File: src/rtl/watch_ctrl_pkg.sv
// Shared types and constants for the watch control unit: adjust-state encoding,
// per-state digit-select codes, arbitrated action codes and UART command bytes.
package watch_ctrl_pkg;

  typedef enum logic [1:0] {
    ST_RUN      = 2'd0,
    ST_ADJ_SEC  = 2'd1,
    ST_ADJ_MIN  = 2'd2,
    ST_ADJ_HOUR = 2'd3
  } state_t;

  typedef enum logic [2:0] {
    ACT_NONE  = 3'd0,
    ACT_MODE  = 3'd1,
    ACT_CLEAR = 3'd2,
    ACT_UP    = 3'd3,
    ACT_DOWN  = 3'd4,
    ACT_RUN   = 3'd5,
    ACT_ERR   = 3'd6
  } act_t;

  localparam logic [3:0] SEL_RUN      = 4'b0000;
  localparam logic [3:0] SEL_ADJ_SEC  = 4'b1000;
  localparam logic [3:0] SEL_ADJ_MIN  = 4'b0100;
  localparam logic [3:0] SEL_ADJ_HOUR = 4'b0010;

  localparam logic [7:0] CMD_MODE  = 8'h4D;  // 'M'
  localparam logic [7:0] CMD_CLEAR = 8'h43;  // 'C'
  localparam logic [7:0] CMD_UP    = 8'h55;  // 'U'
  localparam logic [7:0] CMD_DOWN  = 8'h44;  // 'D'
  localparam logic [7:0] CMD_RUN   = 8'h52;  // 'R'

  function automatic logic [3:0] state_sel(input state_t s);
    case (s)
      ST_ADJ_SEC:  state_sel = SEL_ADJ_SEC;
      ST_ADJ_MIN:  state_sel = SEL_ADJ_MIN;
      ST_ADJ_HOUR: state_sel = SEL_ADJ_HOUR;
      default:     state_sel = SEL_RUN;
    endcase
  endfunction

  function automatic state_t mode_next(input state_t s);
    case (s)
      ST_RUN:      mode_next = ST_ADJ_SEC;
      ST_ADJ_SEC:  mode_next = ST_ADJ_MIN;
      ST_ADJ_MIN:  mode_next = ST_ADJ_HOUR;
      default:     mode_next = ST_RUN;
    endcase
  endfunction

endpackage

File: src/rtl/btn_repeat.sv
// Edge detect plus hold/auto-repeat generator for one debounced button level.
// Ticks are counted only while the level was already high on the previous cycle.
module btn_repeat #(
  parameter int HOLD_TICKS   = 500,
  parameter int REPEAT_TICKS = 100
) (
  input  logic clk,
  input  logic rst,
  input  logic level,
  input  logic i_tick,
  input  logic inhibit,
  output logic edge_act,
  output logic rep_act
);

  localparam int HOLD_W = $clog2(HOLD_TICKS + 1);
  localparam int REP_W  = $clog2(REPEAT_TICKS + 1);

  logic              level_p1;
  logic [HOLD_W-1:0] hold_cnt_p1;
  logic [REP_W-1:0]  rep_cnt_p1;
  logic              held;
  logic              hold_done;
  logic              hold_fire;
  logic              rep_fire;

  // stage p0: combinational edge / hold / repeat decisions
  assign held      = level & level_p1 & ~inhibit;
  assign hold_done = (hold_cnt_p1 == HOLD_W'(HOLD_TICKS));
  assign hold_fire = held & i_tick & ~hold_done & (hold_cnt_p1 == HOLD_W'(HOLD_TICKS - 1));
  assign rep_fire  = held & i_tick & hold_done & (rep_cnt_p1 == REP_W'(REPEAT_TICKS - 1));
  assign edge_act  = level & ~level_p1 & ~inhibit;
  assign rep_act   = hold_fire | rep_fire;

  // stage p1: level history and saturating counters
  always_ff @(posedge clk) begin
    if (!rst) begin
      level_p1    <= 1'b0;
      hold_cnt_p1 <= '0;
      rep_cnt_p1  <= '0;
    end else begin
      level_p1 <= level;
      if (!held) begin
        hold_cnt_p1 <= '0;
        rep_cnt_p1  <= '0;
      end else if (i_tick) begin
        if (!hold_done)    hold_cnt_p1 <= hold_cnt_p1 + 1'b1;
        else if (rep_fire) rep_cnt_p1  <= '0;
        else               rep_cnt_p1  <= rep_cnt_p1 + 1'b1;
      end
    end
  end

endmodule

File: src/rtl/watch_ctrl.sv
// Watch control unit: arbitrates buttons and UART commands into one action per
// cycle, sequences the adjust FSM and drives registered pulses to the datapath.
module watch_ctrl
  import watch_ctrl_pkg::*;
#(
  parameter int HOLD_TICKS    = 500,
  parameter int REPEAT_TICKS  = 100,
  parameter int TIMEOUT_TICKS = 10000
) (
  input  logic       clk,
  input  logic       rst,
  input  logic       i_tick,
  input  logic       btn_mode,
  input  logic       btn_clear,
  input  logic       btn_up,
  input  logic       btn_down,
  input  logic       cmd_valid,
  input  logic [7:0] cmd_data,
  output logic       cmd_ready,
  output logic [3:0] adjust_digit_sel,
  output logic       clear,
  output logic       inc,
  output logic       dec,
  output logic       cmd_err
);

  localparam int TO_W = $clog2(TIMEOUT_TICKS + 1);

  state_t          state_p1;
  state_t          state_p0;
  act_t            act_p0;
  logic            btn_act;
  logic [TO_W-1:0] to_cnt_p1;
  logic [TO_W-1:0] to_cnt_p0;
  logic            to_rst;
  logic            to_hit;
  logic            up_edge, up_rep, dn_edge, dn_rep;
  logic            both_held;

  assign both_held = btn_up & btn_down;

  btn_repeat #(.HOLD_TICKS(HOLD_TICKS), .REPEAT_TICKS(REPEAT_TICKS)) u_up (
    .clk(clk), .rst(rst), .level(btn_up), .i_tick(i_tick), .inhibit(both_held),
    .edge_act(up_edge), .rep_act(up_rep)
  );

  btn_repeat #(.HOLD_TICKS(HOLD_TICKS), .REPEAT_TICKS(REPEAT_TICKS)) u_down (
    .clk(clk), .rst(rst), .level(btn_down), .i_tick(i_tick), .inhibit(both_held),
    .edge_act(dn_edge), .rep_act(dn_rep)
  );

  // stage p0: priority arbitration; a command pops only when no button acts
  always_comb begin
    act_p0 = ACT_NONE;
    if (btn_clear)    act_p0 = ACT_CLEAR;
    else if (btn_mode) act_p0 = ACT_MODE;
    else if (up_edge)  act_p0 = ACT_UP;
    else if (dn_edge)  act_p0 = ACT_DOWN;
    else if (up_rep)   act_p0 = ACT_UP;
    else if (dn_rep)   act_p0 = ACT_DOWN;
    btn_act   = (act_p0 != ACT_NONE);
    cmd_ready = rst & ~btn_act;
    if (cmd_valid && cmd_ready) begin
      case (cmd_data)
        CMD_MODE:  act_p0 = ACT_MODE;
        CMD_CLEAR: act_p0 = ACT_CLEAR;
        CMD_UP:    act_p0 = ACT_UP;
        CMD_DOWN:  act_p0 = ACT_DOWN;
        CMD_RUN:   act_p0 = ACT_RUN;
        default:   act_p0 = ACT_ERR;
      endcase
    end
  end

  // Inactivity timer: a rejected byte is not an action and does not restart it.
  always_comb begin
    to_rst = ((act_p0 != ACT_NONE) && (act_p0 != ACT_ERR)) | btn_up | btn_down;
    to_hit = (state_p1 != ST_RUN) & ~to_rst & i_tick &
             (to_cnt_p1 == TO_W'(TIMEOUT_TICKS - 1));
    to_cnt_p0 = to_cnt_p1;
    if ((state_p1 == ST_RUN) || to_rst || to_hit)
      to_cnt_p0 = '0;
    else if (i_tick && (to_cnt_p1 != TO_W'(TIMEOUT_TICKS)))
      to_cnt_p0 = to_cnt_p1 + 1'b1;
  end

  always_comb begin
    state_p0 = state_p1;
    case (act_p0)
      ACT_MODE: state_p0 = mode_next(state_p1);
      ACT_RUN:  state_p0 = ST_RUN;
      default:  state_p0 = state_p1;
    endcase
    if (to_hit) state_p0 = ST_RUN;
  end

  // stage p1: registered state, select decode and datapath pulses
  always_ff @(posedge clk) begin
    if (!rst) begin
      state_p1         <= ST_RUN;
      to_cnt_p1        <= '0;
      adjust_digit_sel <= SEL_RUN;
      clear            <= 1'b0;
      inc              <= 1'b0;
      dec              <= 1'b0;
      cmd_err          <= 1'b0;
    end else begin
      state_p1         <= state_p0;
      to_cnt_p1        <= to_cnt_p0;
      adjust_digit_sel <= state_sel(state_p0);
      clear            <= (act_p0 == ACT_CLEAR);
      inc              <= (act_p0 == ACT_UP)   && (state_p1 != ST_RUN);
      dec              <= (act_p0 == ACT_DOWN) && (state_p1 != ST_RUN);
      cmd_err          <= (act_p0 == ACT_ERR);
    end
  end

endmodule

File: config.mk
export PLATFORM = sky130hd
export DESIGN_NAME = watch_ctrl
export DESIGN_NICKNAME = d
export VERILOG_FILES = /design/src/rtl/watch_ctrl_pkg.sv /design/src/rtl/btn_repeat.sv /design/src/rtl/watch_ctrl.sv
export SDC_FILE = /design/constraint.sdc
export NUM_CORES = 1
export LEC_CHECK = 0
export BUFFER_PORTS_ARGS = -buffer_cell sky130_fd_sc_hd__buf_2
export CAP_MARGIN = 20
export CORE_MARGIN = 4
export CORE_UTILIZATION = 54
export DETAILED_ROUTE_END_ITERATION = 16
export GPL_TIMING_DRIVEN = 0
export PLACE_DENSITY = 0.75
export SLEW_MARGIN = 0
export SYNTH_ARGS = -nofsm -noshare
export SYNTH_HDL_FRONTEND = slang
export SYNTH_SLANG_ARGS = --single-unit
File: constraint.sdc
create_clock -name clk -period 2.7 [get_ports clk]
set_input_delay 0.405 -clock clk [delete_from_list [all_inputs] [get_ports clk]]
set_output_delay 0.405 -clock clk [all_outputs]
set_load 0.005 [all_outputs]
==> flow_summary_export.csv <==
group,metric,value,unit
pwr,pwr-share-clk,49.0,%
logic_synthesis,muxShareOfSynthArea,0.331,%
pwr,powerDensity,540,nW/um^2
global_route,overflow,0,
sta,hold_viol,0,
logic_synthesis,synth_top_area_share,37.7,%
global_route,grt_usage,18.2,%
critical_path,reg2reg_setup_slack,0.22,ns
pwr,power.switching,414,uW
finish,utilization,65.6,%
critical_path,start_kind,"input pin",
sta,grt_setup_unrepaired,"no",
logic_synthesis,synth_top_family_by_area,"simple AND/OR/NAND/NOR gates",
clock_network,htreeDepth,3,
floorplan,num_io_pins,25,
logic_synthesis,synthTopCellsByArea,"dfxtp_1 38%, xor2_1 6.4%, nor2_1 4.7%",
floorplan,core_region_area,5270,sq um
logic_synthesis,async_flop_share,0,%
logic_synthesis,synth_cells,353,
sta,period_share,94.7,%
worst_hold_path,min_from,"btn_up",
logic_synthesis,yosys.area.top_type,"dfxtp_1",
run_status,status,"finished clean",
placed_design,gp_congestion,0.794,
pwr,ir_drop,457,uV
finish,area_growth,14.4,%
sta,maxSlewViolCount,0,
placed_design,dp_hpwl,4.27,mm
placed_design,dpl_cell_area,3220,sq um
floorplan,start_util,57.4,%
logic_synthesis,syn-cell-area,3020,sq um
clock_network,cts_made_buffers,9,
logic_synthesis,ys_types,53,
critical_path,r2r_end,"adjust_digit_sel[1]$_SDFF_PN0_",
job,drv_cap,0,
detailed_routing,wire_per_inst,12.7,um
floorplan,chipHeight,82.8,um
logic_synthesis,synthAdderAreaFrac,4.14,%
pwr,p_leak,1.17,nW
floorplan,rows,26,
critical_path,worstSetupPathType,"input pin to output port",
critical_path,r2r_start,"u_up.rep_cnt_p1[0]$_SDFFE_PN0P_",
detailed_routing,vias,2535,
logic_synthesis,synth_edf_count,0,
logic_synthesis,syn_avg_cell_area,8.57,sq um
global_route,grt_start_max_net_pins,11,
sta,finalSetupViolCount,0,
floorplan,die_x,82.8,um
logic_synthesis,ys_seq_area_share,37.7,%
detailed_routing,drc,0,
logic_synthesis,synth.most_common_cell,"dfxtp_1",
sta,max_freq,391,MHz
critical_path,path_max_fanout,7,
global_route,grt_pass1_wl,10.4,mm
pwr,combPwrFrac,5.5,%
sta,worstMarginPinSlew,1.05,ns
clock_network,cts_tree,"yes",
detailed_routing,vias_per_cell,5.51,
critical_path,required,2.30,ns
clock_network,clockBufferDepth,2,
detailed_routing,ant_nets,0,
clock_network,cts_root_buf,"clkbuf_8",
pwr,power_frac_seq,45.5,%
logic_synthesis,syn-num-nets,379,
logic_synthesis,synth_xor_area_share,10.4,%
clock_network,clock_latency,0.34,ns
worst_hold_path,hold_end,"u_up.level_p1$_SDFF_PN0_",
pwr,swShare,22.2,%
floorplan,dieArea,6860,sq um
logic_synthesis,synth-compound-area-share,11.6,%
sta,clock_skew,0.00811,ns
finish,final_nets,411,
placed_design,port_buffers,22,
clock_network,clock-sinks,57,
detailed_routing,dr.pass1.iters,4,
logic_synthesis,synth-main-ff-cell,"dfxtp_1",
finish,layout-drive-gt1-share,16.9,%
finish,design_area,3460,sq um
global_route,grt_pass1_vias,2409,
worst_hold_path,whs_path_depth,2,
finish,antenna_cells,0,
worst_hold_path,min_path_type,"input pin to flop",
detailed_routing,drt_iter0_drc,110,
pwr,intPower,1.45,mW
logic_synthesis,synth_warnings,0,
critical_path,end_kind,"output port",
logic_synthesis,synthTopCellsByCount,"57 x dfxtp_1, 38 x nor2_1, 31 x nand2_1",
detailed_routing,wl,5.85,mm
global_route,grt_antenna_before_repair,0,
critical_path,rr_worst_depth,7,
critical_path,cp.arrival,2.15,ns
logic_synthesis,ys_seq_elements,57,
clock_network,clk_pin_slew,0.07,ns
sta,maxSlewHeadroom,29.5,%
sta,fin_crit,2.56,ns
logic_synthesis,yosys.area_share.simple,32.1,%
[kinds of logic after synthesis]
| kind of cell | after synthesis |
|---|---|
| and+or+nand+nor | 174 |
| DFF | 57 |
| AOI/OAI and AO/OA | 48 |
| xor gates and xnor gates | 36 |
| buffers and inverters | 26 |
| adders and majority gates | 10 |
| other | 1 |
| muxes | 1 |
[area by class of cell]
| type | count | area [sq um] |
|---|---|---|
| inverter | 17 | 63.8 |
| multi-input combinational | 270 | 1790 |
| buffer | 8 | 41.3 |
| tap | 70 | 87.6 |
| clock inverter | 5 | 77.6 |
| sequential | 57 | 1140 |
| clock buffer | 11 | 151 |
| timing repair buffer | 22 | 110 |
| fill | 461 | 1810 |
[what timing repair did]
action | in CTS | in global routing
endpoints found under the setup margin | 1 | 2
hold buffers | 0 | 0
setup buffers | 0 | 0
gates resized for setup | 0 | 2
[worst max-delay path, cell delays in order]
cell	delay, ns
buf_2	0.13
or4b_1	0.54
or4_4	0.54
o21a_4	0.26
nand2_1	0.08
nor3_1	0.06
buf_2	0.14
[placed cells by master, fill, tap and decap left out, types with 2 or more instances in the layout]
| cell | instances |
|---|---|
| a32oi_1 | 3 |
| xnor2_1 | 14 |
| o31a_1 | 2 |
| nand4_1 | 15 |
| o21ai_0 | 9 |
| nor2b_1 | 6 |
| clkinv_2 | 2 |
| nor4b_1 | 2 |
| ha_1 | 10 |
| nor2_2 | 10 |
| or3_1 | 7 |
| buf_2 | 22 |
| a21oi_1 | 21 |
| nand4b_1 | 4 |
| or4_1 | 3 |
| nand3_1 | 15 |
| nor4_1 | 3 |
| nand2_1 | 31 |
| dfxtp_1 | 57 |
| nand2b_1 | 4 |
| nand3b_1 | 2 |
| bufinv_16 | 2 |
| xor2_1 | 22 |
| and3_1 | 6 |
| nor3_1 | 8 |
| inv_1 | 17 |
| clkbuf_8 | 11 |
| and4_1 | 5 |
| clkbuf_1 | 5 |
| and2_1 | 2 |
| or2_2 | 3 |
| o31ai_1 | 2 |
| nor2_1 | 38 |
[power groups by stage]
| stage | Combinational, mW | Sequential [mW] | Clock, mW |
|---|---|---|---|
| 6_report | 0.102 | 0.851 | 0.916 |
| 5_1_grt | 0.114 | 0.852 | 0.971 |
| 4_1_cts | 0.102 | 0.851 | 0.933 |
| 3_5_place_dp | 0.101 | 0.870 | 0 |
| 3_3_place_gp | 0.0981 | 0.870 | 0 |
| 2_1_floorplan | 0.0646 | 0.870 | 0 |
[state kept, by name, summed over array words and instances (netlist names)]
name	flops
u_down.hold_cnt_p1	9
inc	1
u_up.level_p1	1
u_up.rep_cnt_p1	7
u_down.rep_cnt_p1	7
dec	1
cmd_err	1
adjust_digit_sel	3
to_cnt_p1	14
u_up.hold_cnt_p1	9
state_p1	2
clear	1
u_down.level_p1	1
[worst max-delay path by stage]
stage | startpoint | endpoint | slack (ns) | cells past startpoint
global route | u_up.hold_cnt_p1[0]$_SDFFE_PN0P_ | cmd_ready | 0.05 | 8
floorplan | btn_up | to_cnt_p1[4]$_SDFFE_PP0P_ | 0.30 | 7
global placement | btn_up | inc$_SDFF_PN0_ | 0.01 | 7
detailed placement | btn_up | inc$_SDFF_PN0_ | -0.04 | 7
CTS | u_up.rep_cnt_p1[2]$_SDFFE_PN0P_ | cmd_ready | 0.07 | 6
finish | btn_up | cmd_ready | 0.14 | 7
[layer usage]
metal	share of wire [%]	GRT usage [%]
met5	0	0
met4	2.0	8.02
met3	5.0	6.04
met2	47	30.0
met1	46	21.5
[through the flow]
stage | setup TNS, ns | cells | setup WS, ns | total power, mW | hold WS, ns
floorplan | 0 | 353 | 0.296 | 0.935 | 0.453
global placement | 0 | 445 | 0.0128 | 0.968 | 0.470
detailed placement | -0.0415 | 445 | -0.0415 | 0.971 | 0.484
CTS | 0 | 460 | 0.0739 | 1.89 | 0.337
global route | 0 | 460 | 0.0477 | 1.94 | 0.348
finish | 0 | 460 | 0.143 | 1.87 | 0.340
(Power assumes the default switching activity.)
